## src/rtl/svm_pkg.sv

```systemverilog
// Shared types and sizes for the SVM classifier, its load sequencer and benches.
// Latency: n/a (types and constants only).
// Backpressure: n/a.
package svm_pkg;

    localparam int N_COEF  = 121;
    localparam int N_FEAT  = 11;
    localparam int COEF_W  = 9;
    localparam int FEAT_W  = 2;
    localparam int COEF_AW = 7;
    localparam int FEAT_AW = 4;

    typedef logic signed [COEF_W-1:0] coef_t;
    typedef logic signed [FEAT_W-1:0] feat_t;

    typedef enum logic [2:0] {
        IDLE,
        PREF,
        LOAD_COEF,
        LOAD_FEAT,
        WAIT_RDY,
        DONE
    } seq_state_t;

endpackage

```

## src/rtl/svm_beat_counter.sv

```systemverilog
// Loadable down-counter; tc flags that the count has reached zero.
// Latency: load/decrement take effect one cycle after they are sampled.
// Backpressure: none; en gates counting and the count holds at zero.
module svm_beat_counter #(
    parameter int W = 8
) (
    input  logic         clk,
    input  logic         rst,
    input  logic         load,
    input  logic [W-1:0] load_val,
    input  logic         en,
    output logic         tc
);

    logic [W-1:0] cnt;

    // Load wins over counting; stop at zero so tc stays asserted until reloaded.
    always_ff @(posedge clk or negedge rst) begin
        if (!rst) begin
            cnt <= '0;
        end else if (load) begin
            cnt <= load_val;
        end else if (en && (cnt != '0)) begin
            cnt <= cnt - 1'b1;
        end
    end

    assign tc = (cnt == '0);

endmodule

```

## src/rtl/svm_load_sequencer.sv

```systemverilog
// Streams coefficient then feature ROM words into the SVM classifier, then waits for its result.
// Latency: 1 prefetch cycle + N_COEF + N_FEAT beats to end of load; result wait bounded by TIMEOUT.
// Backpressure: none on the beat streams; the classifier must accept one beat per cycle.
module svm_load_sequencer
    import svm_pkg::*;
#(
    parameter int TIMEOUT = 4096
) (
    input  logic                     clk,
    input  logic                     rst,
    input  logic                     go,
    input  logic                     abort,
    output logic [COEF_AW-1:0]       coef_addr,
    input  logic signed [COEF_W-1:0] coef_data,
    output logic [FEAT_AW-1:0]       feat_addr,
    input  logic signed [FEAT_W-1:0] feat_data,
    output logic                     cls_start,
    output logic                     write1,
    output logic signed [COEF_W-1:0] svm_out,
    output logic                     write2,
    output logic signed [FEAT_W-1:0] data_out,
    input  logic                     cls_ready,
    input  logic                     cls_result,
    output logic                     busy,
    output logic                     done,
    output logic                     result_q,
    output logic                     err_timeout
);

    localparam int TO_W = (TIMEOUT > 1) ? $clog2(TIMEOUT) : 1;
    localparam logic [COEF_AW-1:0] COEF_LAST = COEF_AW'(N_COEF - 1);
    localparam logic [FEAT_AW-1:0] FEAT_LAST = FEAT_AW'(N_FEAT - 1);

    seq_state_t         state;
    logic               beat_load;
    logic               beat_en;
    logic               beat_tc;
    logic [COEF_AW-1:0] beat_init;
    logic               to_load;
    logic               to_en;
    logic               to_tc;
    coef_t              svm_hold;
    feat_t              feat_hold;

    // One counter paces both beat streams: loaded with N_COEF-1 in PREF, then N_FEAT-1 on the last coef beat.
    always_comb begin
        beat_load = (state == PREF) || ((state == LOAD_COEF) && beat_tc);
        beat_init = (state == PREF) ? COEF_AW'(N_COEF - 1) : COEF_AW'(N_FEAT - 1);
        beat_en   = (state == LOAD_COEF) || (state == LOAD_FEAT);
        to_load   = (state == LOAD_FEAT) && beat_tc;
        to_en     = (state == WAIT_RDY);
    end

    svm_beat_counter #(.W(COEF_AW)) u_beat_cnt (
        .clk      (clk),
        .rst      (rst),
        .load     (beat_load),
        .load_val (beat_init),
        .en       (beat_en),
        .tc       (beat_tc)
    );

    svm_beat_counter #(.W(TO_W)) u_timeout_cnt (
        .clk      (clk),
        .rst      (rst),
        .load     (to_load),
        .load_val (TO_W'(TIMEOUT - 1)),
        .en       (to_en),
        .tc       (to_tc)
    );

    // Job sequencing; ROM addresses run one beat ahead of the strobes to cover the ROM read latency.
    always_ff @(posedge clk or negedge rst) begin
        if (!rst) begin
            state       <= IDLE;
            busy        <= 1'b0;
            cls_start   <= 1'b0;
            write1      <= 1'b0;
            write2      <= 1'b0;
            done        <= 1'b0;
            result_q    <= 1'b0;
            err_timeout <= 1'b0;
            coef_addr   <= '0;
            feat_addr   <= '0;
        end else begin
            done <= 1'b0;
            if (abort && (state != IDLE)) begin
                state     <= IDLE;
                busy      <= 1'b0;
                cls_start <= 1'b0;
                write1    <= 1'b0;
                write2    <= 1'b0;
            end else begin
                unique case (state)
                    IDLE: begin
                        if (go) begin
                            err_timeout <= 1'b0;
                            busy        <= 1'b1;
                            cls_start   <= 1'b1;
                            coef_addr   <= '0;
                            state       <= PREF;
                        end
                    end
                    PREF: begin
                        coef_addr <= COEF_AW'(1);
                        write1    <= 1'b1;
                        state     <= LOAD_COEF;
                    end
                    LOAD_COEF: begin
                        if (coef_addr != COEF_LAST) begin
                            coef_addr <= coef_addr + 1'b1;
                        end
                        if (beat_tc) begin
                            write1    <= 1'b0;
                            write2    <= 1'b1;
                            feat_addr <= (FEAT_LAST != '0) ? FEAT_AW'(1) : '0;
                            state     <= LOAD_FEAT;
                        end else if (coef_addr == COEF_LAST) begin
                            // Feature 0 must be on the ROM address during the last coef beat.
                            feat_addr <= '0;
                        end
                    end
                    LOAD_FEAT: begin
                        if (feat_addr != FEAT_LAST) begin
                            feat_addr <= feat_addr + 1'b1;
                        end
                        if (beat_tc) begin
                            write2 <= 1'b0;
                            state  <= WAIT_RDY;
                        end
                    end
                    WAIT_RDY: begin
                        if (cls_ready) begin
                            result_q  <= cls_result;
                            cls_start <= 1'b0;
                            done      <= 1'b1;
                            state     <= DONE;
                        end else if (to_tc) begin
                            err_timeout <= 1'b1;
                            cls_start   <= 1'b0;
                            done        <= 1'b1;
                            state       <= DONE;
                        end
                    end
                    DONE: begin
                        busy  <= 1'b0;
                        state <= IDLE;
                    end
                    default: state <= IDLE;
                endcase
            end
        end
    end

    // Last delivered beat is held so the classifier inputs stay stable between strobes.
    always_ff @(posedge clk or negedge rst) begin
        if (!rst) begin
            svm_hold  <= '0;
            feat_hold <= '0;
        end else begin
            if (write1) svm_hold  <= coef_data;
            if (write2) feat_hold <= feat_data;
        end
    end

    assign svm_out  = write1 ? coef_data : svm_hold;
    assign data_out = write2 ? feat_data : feat_hold;

endmodule

```

## config.mk

```make
export PLATFORM = sky130hd
export DESIGN_NAME = svm_load_sequencer
export DESIGN_NICKNAME = d
export VERILOG_FILES = /design/src/rtl/svm_pkg.sv /design/src/rtl/svm_beat_counter.sv /design/src/rtl/svm_load_sequencer.sv
export SDC_FILE = /design/constraint.sdc
export NUM_CORES = 1
export LEC_CHECK = 0
export CORE_MARGIN = 2
export CORE_UTILIZATION = 48
export CTS_CLUSTER_SIZE = 8
export DETAILED_ROUTE_END_ITERATION = 10
export PLACE_DENSITY = 0.87
export SLEW_MARGIN = 20
export SYNTH_ARGS = -nofsm -noshare
export SYNTH_HDL_FRONTEND = slang
export SYNTH_SLANG_ARGS = --single-unit
```

## constraint.sdc

```tcl
create_clock -name clk -period 2.2 [get_ports clk]
set_clock_uncertainty 0.1 [all_clocks]
set_input_delay 0.44 -clock clk [delete_from_list [all_inputs] [get_ports clk]]
set_output_delay 0.44 -clock clk [all_outputs]
set_load 0.02 [all_outputs]
```

==> After elaboration in Yosys (flattened, before gate mapping) <==
Cells that the tools add are included.
{ "classes": {"add_sub_neg": 4, "n_eq_ne": 18, "n_mux": 42, "n_bitwise": 1, "n_reduce_logical": 31} }
{ "op_table": {"columns": ["operator", "n"], "rows": [
  ["7-bit two-way mux", 5],
  ["12-bit two-way mux", 2],
  ["7-bit case mux with 3 select lines", 1],
  ["3-bit two-way mux", 6],
  ["3-bit nonzero test", 6],
  ["1-bit two-way mux", 16],
  ["3-bit case mux with 5 select lines", 1],
  ["12-bit zero test", 1],
  ["4-bit two-way mux", 3],
  ["4-bit AND reduction", 3],
  ["12-bit nonzero test", 1],
  ["12-bit by 1-bit subtractor with 12-bit output, second input constant", 1],
  ["1-bit case mux with 2 select lines", 5],
  ["9-bit two-way mux", 1],
  ["3-bit by 2-bit != test with 1-bit output, second input constant", 3],
  ["3-bit AND reduction", 3],
  ["4-bit != test, second input constant", 2],
  ["4-bit case mux with 2 select lines", 1],
  ["2-bit nonzero test", 4],
  ["7-bit by 1-bit adder with 7-bit output, second input constant", 1],
  ["7-bit == test, second input constant", 1],
  ["7-bit zero test", 1],
  ["7-bit != test, second input constant", 1],
  ["7-bit nonzero test", 1],
  ["15 further kinds", 26]
]} }
{ "totals": {"reg_bits": 51, "in_bits": 17} }

==> Longest topological paths before layout <==
{ "logic_depth": {"ltp_word": 5, "mapped_depth": 7} }

==> Hierarchy <==
From an unflattened synthesis, not the netlist that was laid out.
{ "hier_totals": {"cells_unflattened": 302, "area_unflattened_um2": 2921.6} }
{ "by_module_without_submodules": {"columns": ["mod", "instances", "cells_each", "area_each_um2", "seq_area_each_um2"], "rows": [
  ["svm_load_sequencer", 1, 161, 1661.6, 800.8],
  ["svm_beat_counter (u_timeout_cnt)", 1, 89, 798.3, 300.3],
  ["svm_beat_counter (u_beat_cnt)", 1, 52, 461.7, 175.2]
]} }

==> Worst setup path after synthesis <==
No wires, ideal clock.
{ "synth_timing": {"path_type": "register -> register", "from": "register state[0]", "to": "register u_timeout_cnt.cnt[11]", "setup_ns": 0.131, "t_arrival_ns": 2.007, "required_ns": 1.969, "path_slack_ns": -0.038, "path_stages_with_launch": 8, "period_less_slack_ns": 2.238, "path_cell_list": "dfrtp_1 -> buf_2 -> or3b_1 -> buf_2 -> or4_1 -> buf_2 -> o31a_1 -> or3_1"} }
{ "synth_between": {"elab_chain_len": 3} }
{ "synth_lines": {"columns": ["item", "line_no", "rtl"], "rows": [
  ["start, declared", "svm_load_sequencer.sv:34", "seq_state_t state;"],
  ["start signal, assigned", "svm_load_sequencer.sv:75", "state <= IDLE;"],
  ["start signal, assigned", "svm_load_sequencer.sv:88", "state <= IDLE;"],
  ["start signal, assigned", "svm_load_sequencer.sv:101", "state <= PREF;"],
  ["3-bit by 2-bit == test with 1-bit output or 3-bit == test (tied branches)", "svm_load_sequencer.sv:50, svm_load_sequencer.sv:51", null],
  ["1-bit logical AND, on equally long branches", "svm_load_sequencer.sv:50, svm_beat_counter.sv:23", null],
  ["12-bit two-way mux or 2-bit nonzero test (tied branches)", null, null],
  ["end signal, assigned", "svm_beat_counter.sv:22", "cnt <= load_val;"],
  ["end signal, assigned", "svm_beat_counter.sv:24", "cnt <= cnt - 1'b1;"],
  ["end, declared", "svm_beat_counter.sv:15", "logic [W-1:0] cnt;"]
]} }
Parallel ways exist; a longest one is shown, timed or not.
A chain may end at the register's enable or synchronous reset.

==> Worst setup path in the final report <==
{ "layout_timing": {"from": "register state[1]", "to": "register u_timeout_cnt.cnt[5]"} }
The elaborated chain is that of the path after synthesis.

==> impl_metrics.env <==
export IMPL_outcome="completed"
export IMPL_avgRoutedWirePerCell_um=15.0
export IMPL_place_congestion=0.860
export IMPL_critPathBufInv=1
export IMPL_crit_slowest_cell="or4_1"
export IMPL_path_cells="or3b_1, or4_1, buf_4, or4_1, nand3_1"
export IMPL_seq_area_frac_synth_pct=48.3
export IMPL_fp_dieW_um=78.2
export IMPL_setup_viol=0
export IMPL_final_common_cell="dfrtp_1"
export IMPL_numCtsBuffers=5
export IMPL_dp_hpwl_mm=4.35
export IMPL_place_ws_ps=-7.71
export IMPL_syn_nets=288
export IMPL_drc=0
export IMPL_synth_seq_cells=51
export IMPL_pwr_density_cell_nw_per_um2=913
export IMPL_yosys_area_top_type="dfrtp_1"
export IMPL_vdd_ir_drop_max_mv=0.508
export IMPL_ios=46
export IMPL_initial_core_util_pct=48.9
export IMPL_ant_nets=0
export IMPL_async_flop_share_pct=100
export IMPL_firstDrtPassIters=5
export IMPL_die_y_um=78.2
export IMPL_grt_total_usage_pct=20.7
export IMPL_grt_ovfl_total=0
export IMPL_netlist_area_sq_um=2640
export IMPL_fin_nets=351
export IMPL_start_kind="register"
export IMPL_clockBufferDepth=2
export IMPL_layout_min_cycle_time_ps=2120
export IMPL_fin_cells=398
export IMPL_finalInstanceArea_sq_um=3420
export IMPL_drt_iter0_drc=200
export IMPL_timing_final_crit_share_pct=96.2
export IMPL_hold_buffers=0
export IMPL_layout_drive_gt1_share_pct=16.0
export IMPL_critPathRequiredTime_ps=2350
export IMPL_dpl_cell_count=390
export IMPL_vias_per_cell=5.83
export IMPL_arrival_ps=2260
export IMPL_totalWireLength_mm=5.98
export IMPL_clk_latency_ps=310
export IMPL_coreArea_sq_um=5410
export IMPL_io_buffers=45
export IMPL_clkSinkCount=51
export IMPL_synth_area_leaders="dfrtp_1 (48%), mux2_2 (5.1%), ha_1 (3.8%)"
export IMPL_final_cell_mix="dfrtp_1 (50), clkdlybuf4s50_1 (33), nor2_1 (21)"
export IMPL_grt_start_max_net_pins=52
export IMPL_syn_mean_instance_area_sq_um=10.1
export IMPL_crit_type="register to register"
export IMPL_synth_cell_type_count=49
export IMPL_place_area_sq_um=3290
export IMPL_yosys_warnings=0
export IMPL_slew_headroom_pct=63.1
export IMPL_grt_pass1_vias=2169
export IMPL_root_buffer="clkbuf_8"
export IMPL_synth_top_area_share_pct=48.3
export IMPL_die_area_sq_um=6120
export IMPL_leakagePower_nw=1.50
export IMPL_worst_pin_slew_ps=546
export IMPL_syn_inst=263
export IMPL_cp_max_fo=7
export IMPL_end_kind="register"
export IMPL_fillers=413
export IMPL_hold_path_class="primary input to asynchronous set/reset pin"
export IMPL_hold_viol_final=0
export IMPL_synth_edff_count=0
export IMPL_ys_dominant_reg_cell="dfrtp_1"
export IMPL_p_total_mw=3.13
export IMPL_htreeDepth=2
export IMPL_fmax_mhz=473
export IMPL_synthToLayoutAreaGrowth_pct=29.5
export IMPL_path_clk_slew_ps=100
export IMPL_fin_util_pct=63.3
export IMPL_maxCapViolCount=0
export IMPL_cpLargestDelayFamily="simple AND/OR/NAND/NOR gates"
export IMPL_fp_row_count=27
export IMPL_vias=2320
export IMPL_diodes=0
export IMPL_max_stage_delay_ps=500
export IMPL_grt_first_pass_wirelength_mm=10.3
export IMPL_cpMostUsedCell="or4_1"
export IMPL_slew_violations=0
export IMPL_antenna_found_initial=0
export IMPL_layout_setup_ws_ps=84.7
export IMPL_cts_tree="done"
==> layout make-up <==
type / count / area (sq um) / area share [%]
sequential: 51 / 1280 / 37.3
multi-input combinational: 188 / 1290 / 37.8
clock inverter: 2 / 37.5 / 1.10
inverter: 15 / 56.3 / 1.64
timing repair buffer: 65 / 598 / 17.5
tap: 72 / 90.1 / 2.63
clock buffer: 5 / 68.8 / 2.01
==> where the power goes <==
group	internal (mW)	leakage [nW]	switching, mW	total (mW)
Sequential	1.14	0.641	0.188	1.33
Clock	0.333	0.0502	0.313	0.646
Combinational	0.552	0.808	0.598	1.15
Total	2.03	1.50	1.10	3.13
==> final timing paths <==
kind                                   startpoint                               end  slack, ps  cells after the start
min reg2reg                feat_hold[1]$_DFF_PN0_            feat_hold[1]$_DFF_PN0_        400                      1
max reg2reg                  state[1]$_DFFE_PN0P_  u_timeout_cnt.cnt[5]$_DFFE_PN0P_         80                      5
min in group clk           feat_hold[1]$_DFF_PN0_            feat_hold[1]$_DFF_PN0_        400                      1
max in group asynchronous                     rst                write1$_DFFE_PN0P_       1770                      2
max                          state[1]$_DFFE_PN0P_  u_timeout_cnt.cnt[5]$_DFFE_PN0P_         80                      5
min                                           rst             svm_hold[0]$_DFF_PN0_          3                      2
==> cells in the mapped netlist, types with 2 or more instances <==
cell type,count
nor2b_1,2
a41oi_1,2
or3b_2,3
o22ai_1,3
inv_1,15
a31oi_1,3
o31ai_1,4
nand2_1,15
a21o_1,2
ha_1,8
or3_1,6
nor3b_1,3
o31a_1,2
buf_2,3
a21boi_0,2
nor4bb_1,2
or2_2,2
mux2i_1,5
xor2_1,5
nor4_1,4
mux2_2,12
o311ai_0,2
a2bb2oi_1,2
nand2b_1,4
o21ai_0,12
a21oi_1,15
nand3b_1,2
a311oi_1,2
nand4_1,3
or4_1,6
o211ai_1,5
clkbuf_1,5
nand3_1,9
nor3_1,7
nor2_1,22
dfrtp_1,51
==> state kept, by name (all words and copies together) (netlist names), 2 cells and up <==
| register | count |
|---|---|
| u_timeout_cnt.cnt | 12 |
| feat_addr | 4 |
| u_beat_cnt.cnt | 7 |
| state | 3 |
| feat_hold | 2 |
| svm_hold | 9 |
| coef_addr | 7 |
==> what timing repair did <==
action                                  4_1_cts  5_1_grt
buffers inserted                              1        0
pin swaps                                     0        0
endpoints found under the setup margin       12       10
gates resized for setup                      12        6
==> per-layer routing <==
metal | track usage (%) | vias up | share of wire, %
met3 | 2.76 | 13 | 4.3
met4 | 6.49 | 0 | 2.0
met2 | 33.5 | 82 | 48
met1 | 29.1 | 1140 | 45
li1 | - | 1085 | -
met5 | 0 | - | 0
==> worst register-to-register path, delay by kind of cell, from the launching register on <==
kind / cells / cell delay [ps]
buffers and inverters: 1 / 200
flip-flops: 1 / 380
AND/OR/NAND/NOR: 4 / 1380
==> cells by family after synthesis <==
group                      share of synthesized area, %
and+or+nand+nor                                    19.9
AOI/OAI and AO/OA                                  15.4
DFF                                                48.3
buffers and inverters                              3.69
muxes                                              7.00
adders and majority gates                          3.79
xor gates and xnor gates                           1.99
==> stage by stage <==
stage / setup TNS, ps / hold slack (ps)
floorplan: -37.8 / 44.4
global placement: 0 / 351
detailed placement: -17.3 / 348
CTS: 0 / 19.2
global route: -0.248 / 25.6
finish: 0 / 3.06
(Power assumes the default switching activity.)
